`src/rtl/instruction_fetch.sv`:
```
// Instruction fetch front end: program store, PC sequencing and a registered instruction bus to decode.
// Optional IF_PERF_CNT_EN adds saturating issue/stall counters as extra outputs.
module instruction_fetch #(
    parameter int unsigned PC_WIDTH    = 4,
    parameter logic [2:0]  HALT_OPCODE = 3'b111
) (
    input  logic                sysclk,
    input  logic                reset,
    input  logic                load_en,
    input  logic [PC_WIDTH-1:0] load_addr,
    input  logic [7:0]          load_data,
    input  logic                start,
    input  logic                inst_ready,
    input  logic                branch_taken,
    input  logic [PC_WIDTH-1:0] branch_target,
    output logic                inst_valid,
    output logic [2:0]          inst,
    output logic                rs,
    output logic                rt,
    output logic [2:0]          imm,
    output logic [PC_WIDTH-1:0] inst_pc,
    output logic                halted,
    output logic                busy
`ifdef IF_PERF_CNT_EN
    ,
    output logic [15:0]         issue_count,
    output logic [15:0]         stall_count
`endif
);

    localparam int unsigned DEPTH = 2 ** PC_WIDTH;

    typedef enum logic [1:0] {
        S_IDLE  = 2'd0,
        S_FETCH = 2'd1,
        S_ISSUE = 2'd2,
        S_HALT  = 2'd3
    } state_t;

    state_t              r_state;
    state_t              w_state_next;
    logic [PC_WIDTH-1:0] r_pc;
    logic [PC_WIDTH-1:0] w_pc_next;
    logic [7:0]          r_mem [DEPTH];
    logic [7:0]          w_word;
    logic                w_is_halt;
    logic                w_handshake;
    logic                w_load;
    logic                w_valid_next;

    logic                r_inst_valid;
    logic [2:0]          r_inst;
    logic                r_rs;
    logic                r_rt;
    logic [2:0]          r_imm;
    logic [PC_WIDTH-1:0] r_inst_pc;
    logic                r_halted;
    logic                r_busy;

    // Asynchronous read; a write this cycle lands at the edge, so readers see the old word
    assign w_word      = r_mem[r_pc];
    assign w_is_halt   = (w_word[7:5] == HALT_OPCODE);
    assign w_handshake = r_inst_valid & inst_ready;

    always_ff @(posedge sysclk) begin
        if (load_en && !reset) begin
            r_mem[load_addr] <= load_data;
        end
    end

    always_ff @(posedge sysclk) begin
        if (reset) begin
            r_state <= S_IDLE;
            r_pc    <= '0;
        end else begin
            r_state <= w_state_next;
            r_pc    <= w_pc_next;
        end
    end

    // Next state; a branch outranks halt detection and the issue path
    always_comb begin
        w_state_next = r_state;
        w_pc_next    = r_pc;
        w_valid_next = r_inst_valid;
        w_load       = 1'b0;
        case (r_state)
            S_IDLE, S_HALT: begin
                w_valid_next = 1'b0;
                if (start) begin
                    w_state_next = S_FETCH;
                    w_pc_next    = '0;
                end
            end
            S_FETCH: begin
                if (branch_taken) begin
                    w_valid_next = 1'b0;
                    w_pc_next    = branch_target;
                end else if (w_is_halt) begin
                    w_valid_next = 1'b0;
                    w_state_next = S_HALT;
                end else begin
                    w_load       = 1'b1;
                    w_valid_next = 1'b1;
                    w_pc_next    = r_pc + PC_WIDTH'(1);
                    w_state_next = S_ISSUE;
                end
            end
            S_ISSUE: begin
                if (branch_taken) begin
                    w_valid_next = 1'b0;
                    w_pc_next    = branch_target;
                    w_state_next = S_FETCH;
                end else if (w_handshake) begin
                    if (w_is_halt) begin
                        w_valid_next = 1'b0;
                        w_state_next = S_HALT;
                    end else begin
                        w_load       = 1'b1;
                        w_valid_next = 1'b1;
                        w_pc_next    = r_pc + PC_WIDTH'(1);
                    end
                end
            end
            default: begin
                w_valid_next = 1'b0;
                w_state_next = S_IDLE;
            end
        endcase
    end

    always_ff @(posedge sysclk) begin
        if (reset) begin
            r_inst_valid <= 1'b0;
            r_inst       <= '0;
            r_rs         <= 1'b0;
            r_rt         <= 1'b0;
            r_imm        <= '0;
            r_inst_pc    <= '0;
            r_halted     <= 1'b0;
            r_busy       <= 1'b0;
        end else begin
            r_inst_valid <= w_valid_next;
            if (w_load) begin
                r_inst    <= w_word[7:5];
                r_rs      <= w_word[4];
                r_rt      <= w_word[3];
                r_imm     <= w_word[2:0];
                r_inst_pc <= r_pc;
            end
            r_halted <= (w_state_next == S_HALT);
            r_busy   <= (w_state_next == S_FETCH) || (w_state_next == S_ISSUE);
        end
    end

    assign inst_valid = r_inst_valid;
    assign inst       = r_inst;
    assign rs         = r_rs;
    assign rt         = r_rt;
    assign imm        = r_imm;
    assign inst_pc    = r_inst_pc;
    assign halted     = r_halted;
    assign busy       = r_busy;

`ifdef IF_PERF_CNT_EN
    logic [15:0] r_issue_count;
    logic [15:0] r_stall_count;
    logic        w_start_accept;

    assign w_start_accept = start && ((r_state == S_IDLE) || (r_state == S_HALT));

    // Saturating counters, cleared whenever a run is (re)started
    always_ff @(posedge sysclk) begin
        if (reset || w_start_accept) begin
            r_issue_count <= '0;
            r_stall_count <= '0;
        end else begin
            if (w_handshake && (r_issue_count != 16'hFFFF)) begin
                r_issue_count <= r_issue_count + 16'd1;
            end
            if (r_inst_valid && !inst_ready && (r_stall_count != 16'hFFFF)) begin
                r_stall_count <= r_stall_count + 16'd1;
            end
        end
    end

    assign issue_count = r_issue_count;
    assign stall_count = r_stall_count;
`endif

endmodule

```
`config.mk`:
```
export PLATFORM = sky130hd
export DESIGN_NAME = instruction_fetch
export DESIGN_NICKNAME = d
export VERILOG_FILES = /design/src/rtl/instruction_fetch.sv
export SDC_FILE = /design/constraint.sdc
export NUM_CORES = 1
export LEC_CHECK = 0
export ABC_AREA = 1
export CORE_MARGIN = 5
export CORE_UTILIZATION = 64
export DETAILED_ROUTE_END_ITERATION = 8
export PLACE_DENSITY = 0.85
export SYNTH_ARGS = -nofsm -noshare
export SYNTH_HDL_FRONTEND = slang
export SYNTH_SLANG_ARGS = --single-unit
```
`constraint.sdc`:
```
create_clock -name sysclk -period 4.81 [get_ports sysclk]
set_input_delay 0.481 -clock sysclk [delete_from_list [all_inputs] [get_ports sysclk]]
set_output_delay 0.481 -clock sysclk [all_outputs]
set_load 0.02 [all_outputs]
```
==> results.sh, run 1 <==
export IMPL_status="finished, final reports clean"
export IMPL_cts_buffer_depth=2
export IMPL_pin_count=37
export IMPL_row_count=36
export IMPL_cts_hold_fix_buffers=0
export IMPL_routedWlPerCell_um=19.75
export IMPL_viasPerCell=6.047
export IMPL_start_util_pct=65.23
export IMPL_period_needed_ns=2.957
export IMPL_finClkSkew_ns=0.009263
export IMPL_hold_path_class="flip-flop to flip-flop"
export IMPL_postCtsSetupBuffers=0
export IMPL_dpl_cell_area_um2=6729
export IMPL_cp_required_ns=5.24
export IMPL_cts_buffers=17
export IMPL_worstSetupPathType="flip-flop to flip-flop"
export IMPL_grt_max_degree=66
export IMPL_wl_um=14580
export IMPL_io_buffers=36
export IMPL_slowest_delay_ns=0.82
export IMPL_drive_gt1_share_pct=8.760
export IMPL_tightest_slew_ns=1.051
export IMPL_die_x_um=109.6
export IMPL_overflow=0
export IMPL_whs_path_depth=1
export IMPL_place_hpwl_um=8386
export IMPL_synth_fp_nets=588
export IMPL_crit_chain="inv_1 > nand3_1 > nand3_1 > nand2_1 > inv_2 > nand3_4 > nand2_4 > nor2_4 > inv_4 > nor2_1 > nor2_1"
export IMPL_gp_congestion=0.8864
export IMPL_ys_types=30
export IMPL_drt_iter0_drc=426
export IMPL_crit_cells=11
export IMPL_dp_slack_ns=2.018
export IMPL_avgSynthCellArea_um2=11.29
export IMPL_clk_pin_slew_ns=0.07
export IMPL_drc=0
export IMPL_grt_total_usage_pct=25.67
export IMPL_coreArea_um2=9729
export IMPL_ys_top_cells_by_area="edfxtp_1 61%, dfxtp_1 7.9%, nand2_1 5.3%"
export IMPL_antenna_diode_count=0
export IMPL_setup_viol=0
export IMPL_fin_area_um2=7362
export IMPL_synthCells=562
export IMPL_cp_top_family="simple AND/OR/NAND/NOR gates"
export IMPL_grt_pass1_vias=4331
export IMPL_yosysWarnings=0
export IMPL_finalHoldViolations=0
export IMPL_root_buffer="clkbuf_8"
export IMPL_fp_dieH_um=109.6
export IMPL_rsz0062_at_grt="false"
export IMPL_timing_setup_tns_ns=0
export IMPL_clkSinkCount=153
export IMPL_power_density_nw_per_um2=459.2
export IMPL_yosysSeqAreaShare_pct=68.45
export IMPL_ys_ff_latch=153
export IMPL_synth_area_um2=6346
export IMPL_critPathMaxFanout=20
export IMPL_critPathSlowestCell="dfxtp_1"
export IMPL_maxSlewViolCount=0
export IMPL_leakagePower_nw=2.706
export IMPL_reg2reg_slack_ns=1.85
export IMPL_synthToLayoutAreaGrowth_pct=16.01
export IMPL_drt_first_pass_iters=5
export IMPL_antenna_found_initial=0
export IMPL_finalWorstSetupSlack_ns=1.853
export IMPL_htreeDepth=4
export IMPL_r2r_end="inst_pc[1]"
export IMPL_post_cts_resized=0
export IMPL_cts_tree="done"
export IMPL_cp_end_kind="flip-flop"
export IMPL_vdd_drop_max_uv=280.3
export IMPL_critPathBufInv=3
export IMPL_synth_largest_area_cell="edfxtp_1"
export IMPL_vias=4463
export IMPL_critPathLaunchType="flip-flop"
export IMPL_fmax_ghz=0.3381
export IMPL_cap_viol_max_count=0
export IMPL_synth_top_area_share_pct=60.57
export IMPL_timing_final_crit_share_pct=61.48
export IMPL_antenna_left=0
export IMPL_r2r_worst_path_cells=11
export IMPL_worstSkewPairLatency_ns=0.54
export IMPL_arrival_ns=3.38
export IMPL_die_area_um2=12010
export IMPL_max_slew_margin_pct=29.93
export IMPL_min_from="imm[1]"
export IMPL_hold_path_end="imm[1]"
export IMPL_nets=618
export IMPL_grt_pass1_wl_um=22260
layout by cell type (no fill, tap or decap), types with 6 or more instances in the layout:
cell             Yosys  routed
o22ai_1              6       6
a21oi_1              7       7
dfxtp_1             25      24
o221ai_1            14      14
o21ai_0             51      51
clkdlybuf4s50_1      0      36
nand3_1             48      48
edfxtp_1           128     128
clkbuf_16            0      16
nand2_1             89      89
nor2_1              88      88
inv_1               39      39
layout make-up:
cell class	count	area (um2)
multi-input combinational	338	1674
clock inverter	12	187.7
clock buffer	20	445.4
fill	602	2367
timing repair buffer	38	375.4
tap	133	166.4
sequential	153	4345
inverter	44	167.7
worst max path at each step:
stage	start	endpoint	slack (ns)
after floorplan	flip-flop	busy	2.98
after global placement	reset	r_mem[10][3]	2.10
after detailed placement	reset	r_mem[10][2]	2.02
after CTS	flip-flop	inst_pc[1]	1.93
after global routing	flip-flop	inst[1]	1.67
final	flip-flop	inst_pc[1]	1.85
kinds of logic after synthesis:
family	share of synthesized area, %
AOI/OAI and AO/OA	9.030
xor gates and xnor gates	0.1380
adders and majority gates	0.7887
buffers and inverters	5.166
DFF	68.45
and+or+nand+nor	16.42
sequential cells by signal, summed over array words and instances (netlist names), named ones only:
name / cells
busy: 1
halted: 1
imm: 3
inst: 3
inst_pc: 4
inst_valid: 1
r_mem: 128
r_pc: 4
r_state: 2
rs: 1
rt: 1
synth_stat cells (all sizes together):
| cell type | number |
|---|---|
| o22ai | 6 |
| dfxtp | 25 |
| inv | 43 |
| nand4 | 2 |
| edfxtp | 128 |
| nand3 | 54 |
| xor2 | 1 |
| ha | 4 |
| clkinv | 1 |
| a21oi | 9 |
| clkbuf | 15 |
| buf | 12 |
| o221ai | 14 |
| o21ai | 58 |
| o211a | 5 |
| o211ai | 1 |
| nand2 | 92 |
| nand3b | 3 |
| nor2 | 89 |
through the flow:
stage / std cells / power (mW) / util, % / hold slack, ns
after global routing: 738 / 3.505 / 75.67 / 0.5192
after CTS: 738 / 3.378 / 75.67 / 0.5011
after detailed placement: 706 / 1.981 / 69.16 / 0.4864
final: 738 / 3.380 / 75.67 / 0.4974
after global placement: 706 / 1.967 / 69.16 / 0.4851
after floorplan: 562 / 1.849 / - / 0.4901
layer usage:
| layer | GRT usage (%) | share of wire [%] | vias up |
|---|---|---|---|
| met5 | 0 | 0 | - |
| met4 | 12.02 | 2.8 | 0 |
| met3 | 6.107 | 9.2 | 39 |
| met2 | 42.37 | 51 | 240 |
| met1 | 32.18 | 37 | 2150 |
| li1 | - | - | 2034 |
worst register-to-register path, stage by stage (launching register included):
cell,delay [ns]
dfxtp_1,0.82
inv_1,0.55
nand3_1,0.22
nand3_1,0.12
nand2_1,0.14
inv_2,0.07
nand3_4,0.10
nand2_4,0.07
nor2_4,0.46
inv_4,0.09
nor2_1,0.12
nor2_1,0.07
where the power goes:
part | switching [mW] | total (mW) | internal, mW
registers | 0.0293 | 1.50 | 1.47
logic | 0.320 | 0.468 | 0.149
clock network | 0.529 | 1.41 | 0.880
total | 0.878 | 3.38 | 2.50
Power figures use the tool's default switching activity.
==> inputs of run 2 (changes only) <==
Settings changed: CORE_UTILIZATION 64 to 59, PLACE_DENSITY 0.85 to 0.79.
Clock period 4.81 ns to 3.1 ns, I/O delays scaled along.
==> run 2 against run 1 <==
  * Clock skew increased by 0.0019 ns
  * Routed wire length increased by 3.0%
  * Total power increased by 52%
  * Clock-buffer cell count decreased by 3
  * Cell count increased by 0.81%
  * Die area increased by 7.7%
  * Cell area increased by 0.14%
  * Critical endpoint is now rs
  * Largest power group unchanged
==> results.sh, run 2 (synthesized netlist as in run 1, its figures left out) <==
export IMPL_clkSinkCount=153
export IMPL_start_util_pct=60.92
export IMPL_setup_viol=0
export IMPL_critPathBufInv=2
export IMPL_gp_congestion=0.9064
export IMPL_vdd_drop_max_uv=508.2
export IMPL_maxSlewViolCount=0
export IMPL_grt_pass1_vias=4372
export IMPL_drc=0
export IMPL_status="finished, final reports clean"
export IMPL_critPathLaunchType="flip-flop"
export IMPL_worstSkewPairLatency_ns=0.53
export IMPL_dpl_cell_area_um2=6780
export IMPL_period_needed_ns=2.414
export IMPL_mostFrequentLayoutCell="edfxtp_1"
export IMPL_max_slew_margin_pct=44.45
export IMPL_viasPerCell=6.019
export IMPL_final_cell_mix="128 x edfxtp_1, 89 x nand2_1, 88 x nor2_1"
export IMPL_antenna_found_initial=0
export IMPL_slowest_delay_ns=0.45
export IMPL_die_x_um=113.7
export IMPL_antenna_left=0
export IMPL_cts_hold_fix_buffers=0
export IMPL_post_cts_resized=0
export IMPL_grt_max_degree=66
export IMPL_arrival_ns=2.82
export IMPL_cp_common_cell="nand3_1"
export IMPL_wl_um=15010
export IMPL_fmax_ghz=0.4142
export IMPL_finClkSkew_ns=0.01116
export IMPL_drt_iter0_drc=664
export IMPL_grt_pass1_wl_um=23380
export IMPL_leakagePower_nw=2.701
export IMPL_tightest_slew_ns=0.8306
export IMPL_timing_setup_tns_ns=0
export IMPL_top_register="r_mem"
export IMPL_htreeDepth=4
export IMPL_antenna_diode_count=0
export IMPL_vias=4478
export IMPL_largest_reg_flops=128
export IMPL_finalHoldViolations=0
export IMPL_timing_final_crit_share_pct=77.88
export IMPL_drt_first_pass_iters=8
export IMPL_hold_path_class="flip-flop to flip-flop"
export IMPL_root_buffer="clkbuf_8"
export IMPL_coreArea_um2=10420
export IMPL_crit_chain="inv_2 > nand3_1 > nand3_1 > nand3_1 > nand2_1 > inv_2 > nand3_4 > nand2_4 > nor2_4 > nand3_2 > o211a_1"
export IMPL_io_buffers=36
export IMPL_postCtsSetupBuffers=0
export IMPL_power_density_nw_per_um2=696.9
export IMPL_cap_viol_max_count=0
export IMPL_overflow=0
export IMPL_critPathMaxFanout=32
export IMPL_grt_total_usage_pct=24.43
export IMPL_cts_tree="done"
export IMPL_final_core_util_pct=70.77
export IMPL_clk_pin_slew_ns=0.06
export IMPL_routedWlPerCell_um=20.18
export IMPL_place_hpwl_um=9566
export IMPL_nets=621
export IMPL_cp_required_ns=3.51
export IMPL_drive_gt1_share_pct=9.046
export IMPL_pin_count=37
export IMPL_fp_dieH_um=113.7
export IMPL_fin_area_um2=7372
export IMPL_die_area_um2=12930
export IMPL_worstSetupPathType="flip-flop to flip-flop"
export IMPL_cp_top_family="simple AND/OR/NAND/NOR gates"
export IMPL_critPathSlowestCell="nor2_4"
export IMPL_cts_buffers=17
export IMPL_fillers=712
export IMPL_synthToLayoutAreaGrowth_pct=16.17
export IMPL_cp_end_kind="flip-flop"
export IMPL_cts_buffer_depth=2
export IMPL_rsz0062_at_grt="false"
export IMPL_row_count=37
==> run 2: changes by cell type in the layout (fill, tap and decap cells not counted), sizes merged <==
cell      delta
bufinv       -1
inv          -3
buf          +3
clkbuf       -3
clkinv       +5
clkinvlp     +2
==> run 2: area by class of cell <==
type                    count  area (um2)  area share, %
flip-flops and latches    153        4345          58.94
multi-input cells         338        1674          22.71
repair buffers             41       422.9          5.737
clock buffers              17       414.1          5.618
clock inverters            15       177.7          2.410
well taps                 136       170.2          2.308
inverters                  44       167.7          2.274
==> run 2: worst reg2reg max path, stage by stage (launching register included) <==
cell	delay (ns)
dfxtp_1	0.32
inv_2	0.38
nand3_1	0.16
nand3_1	0.13
nand3_1	0.15
nand2_1	0.18
inv_2	0.08
nand3_4	0.11
nand2_4	0.08
nor2_4	0.45
nand3_2	0.12
o211a_1	0.15
==> run 2: path summary, 6_finish.rpt <==
| path | depth (start not counted) | slack (ns) | startpoint | to |
|---|---|---|---|---|
| min | 1 | 0.50 | rt | rt |
| max | 11 | 0.69 | flip-flop | rs |
| min reg2reg | 1 | 0.50 | rt | rt |
| max reg2reg | 11 | 0.69 | flip-flop | rs |
==> run 2: power breakdown <==
group | total [mW] | internal, mW | switching (mW)
Sequential | 2.33 | 2.29 | 0.0377
Combinational | 0.765 | 0.249 | 0.515
Clock | 2.05 | 1.23 | 0.820
==> run 2: layer usage <==
layer  GRT usage, %  up-vias  share of wire (%)
met2          39.42      313                 48
met1          30.66     2067                 38
met5              0        -                  0
met3          6.048       63                 10
met4          12.74        0                4.2
li1               -     2035                  -
==> run 2: per-stage QoR <==
step / total power, mW / hold WS (ns) / setup slack, ns / cells
after floorplan: 2.869 / 0.4089 / 1.267 / 562
after global placement: 3.095 / 0.4856 / 0.5783 / 712
after detailed placement: 3.110 / 0.4916 / 0.5291 / 712
after CTS: 5.127 / 0.5076 / 0.7211 / 744
after global routing: 5.314 / 0.5448 / 0.4876 / 744
final: 5.138 / 0.5036 / 0.6859 / 744
==> inputs of run 3 (changes only) <==
Settings changed: CORE_UTILIZATION 59 to 53, PLACE_DENSITY 0.79 to 0.75.
Clock period 3.1 ns to 2.1 ns, I/O delays scaled along.
==> run 3 against run 2 <==
  * Core utilization down 5.2 points
  * Die area up 10%
  * Clock power increased by 50%
  * First-iteration DRC count decreased by 17%
  * Hold slack worse by 0.0022 ns
  * Cell area increased by 5.5%
  * Clock skew down 0.0023 ns
  * Via count is 1.6% lower
  * Maximum frequency grew 17%
  * Critical path depth grew 5
  * Highest routed layer unchanged
==> results.sh, run 3 (synthesized netlist as in run 1, its figures left out) <==
export IMPL_status="finished, final reports clean"
export IMPL_grt_max_degree=41
export IMPL_nets=656
export IMPL_io_buffers=36
export IMPL_synthToLayoutAreaGrowth_pct=22.54
export IMPL_power_density_nw_per_um2=991.4
export IMPL_cts_buffers=17
export IMPL_row_count=40
export IMPL_rsz0062_at_grt="true"
export IMPL_r2r_worst_path_cells=16
export IMPL_worstSkewPairLatency_ns=0.43
export IMPL_coreArea_um2=11860
export IMPL_finalHoldViolations=0
export IMPL_die_area_um2=14260
export IMPL_antenna_left=0
export IMPL_antenna_diode_count=0
export IMPL_drt_first_pass_iters=6
export IMPL_timing_final_crit_share_pct=97.90
export IMPL_drive_gt1_share_pct=15.86
export IMPL_cap_viol_max_count=0
export IMPL_viasPerCell=5.577
export IMPL_hold_path_class="input port to flip-flop"
export IMPL_fp_dieH_um=119.4
export IMPL_drt_iter0_drc=549
export IMPL_cts_tree="done"
export IMPL_vdd_drop_max_uv=769.2
export IMPL_setup_viol=0
export IMPL_die_x_um=119.4
export IMPL_cp_required_ns=2.42
export IMPL_pin_count=37
export IMPL_top_register="r_mem"
export IMPL_arrival_ns=2.38
export IMPL_r2r_end="busy"
export IMPL_grt_total_usage_pct=20.43
export IMPL_clkSinkCount=153
export IMPL_antenna_found_initial=0
export IMPL_fmax_ghz=0.4864
export IMPL_critPathMaxFanout=6
export IMPL_whs_path_depth=5
export IMPL_clk_pin_slew_ns=0.06
export IMPL_wl_um=14040
export IMPL_drc=0
export IMPL_reg2reg_slack_ns=0.04
export IMPL_fillers=836
export IMPL_cts_hold_fix_buffers=0
export IMPL_period_needed_ns=2.056
export IMPL_dp_slack_ns=0.03355
export IMPL_overflow=0
export IMPL_vias=4406
export IMPL_final_cell_mix="128 x edfxtp_1, 88 x nor2_1, 86 x nand2_1"
export IMPL_max_slew_margin_pct=59.37
export IMPL_grt_pass1_wl_um=22290
export IMPL_root_buffer="clkbuf_16"
export IMPL_leakagePower_nw=2.930
export IMPL_holdWs_ns=0.5014
export IMPL_finalWorstSetupSlack_ns=0.04403
export IMPL_maxSlewViolCount=0
export IMPL_critPathLaunchType="flip-flop"
export IMPL_min_from="branch_target[2]"
export IMPL_cp_end_kind="flip-flop"
export IMPL_tightest_slew_ns=0.6075
export IMPL_largest_reg_flops=128
export IMPL_mostFrequentLayoutCell="edfxtp_1"
export IMPL_routedWlPerCell_um=17.77
export IMPL_start_util_pct=53.50
export IMPL_place_hpwl_um=9113
export IMPL_finClkSkew_ns=0.008902
export IMPL_htreeDepth=4
export IMPL_gp_congestion=0.9242
export IMPL_cts_buffer_depth=2
export IMPL_grt_pass1_vias=4485
export IMPL_worstSetupPathType="flip-flop to flip-flop"
## run 3: how the worst max path moves through the flow
stage	startpoint	to	cells after the start
2_1_floorplan	flip-flop	busy	16
3_3_place_gp	flip-flop	busy	16
3_5_place_dp	flip-flop	busy	16
4_1_cts	flip-flop	busy	15
5_1_grt	flip-flop	busy	16
6_report	flip-flop	busy	16
## run 3: critical path, stage by stage, from the launching register on
cell	delay, ns
dfxtp_4	0.44
clkbuf_16	0.17
nand2_1	0.05
nand2_1	0.06
nand2_1	0.05
nand3_1	0.10
nand3_2	0.12
nand2_4	0.12
nand4_1	0.15
nand3_1	0.14
nand2_1	0.06
nand2_1	0.06
nand2_1	0.07
inv_1	0.06
ha_1	0.22
inv_1	0.05
nor2_1	0.03
## run 3: what timing repair did
item                       CTS  global route
pin swaps                    0            16
setup buffers                0             1
setup endpoints to repair    1             2
cloned                       0             2
resized for setup            1            23
## run 3: per-layer routing
layer | GRT usage [%] | vias up | part of all wire (%)
li1 | - | 2109 | -
met1 | 24.64 | 2084 | 40
met2 | 34.02 | 178 | 50
met3 | 5.888 | 35 | 6.9
met4 | 9.377 | 0 | 2.9
met5 | 0 | - | 0
## run 3: metrics by stage
step,utilization [%],cells,setup TNS [ns],area [um2],total power [mW]
floorplan,-,562,0,6346,4.235
global placement,59.20,755,0,7022,4.539
detailed placement,59.20,755,0,7022,4.572
CTS,64.27,787,0,7624,7.646
global route,65.56,790,-0.2147,7776,8.037
finish,65.56,790,0,7776,7.710
## run 3: power by group
group          switching, mW  internal [mW]
Sequential            0.0635           3.38
Combinational          0.749          0.448
Clock                   1.19           1.88
Total                   2.01           5.70
## run 3: cell type report
cell class | instances | area (um2) | area share [%]
inverter | 44 | 175.2 | 2.253
timing repair buffer | 76 | 723.2 | 9.300
clock buffer | 19 | 432.9 | 5.567
multi-input combinational | 338 | 1747 | 22.46
sequential | 153 | 4348 | 55.91
clock inverter | 13 | 166.4 | 2.140
tap | 147 | 183.9 | 2.365
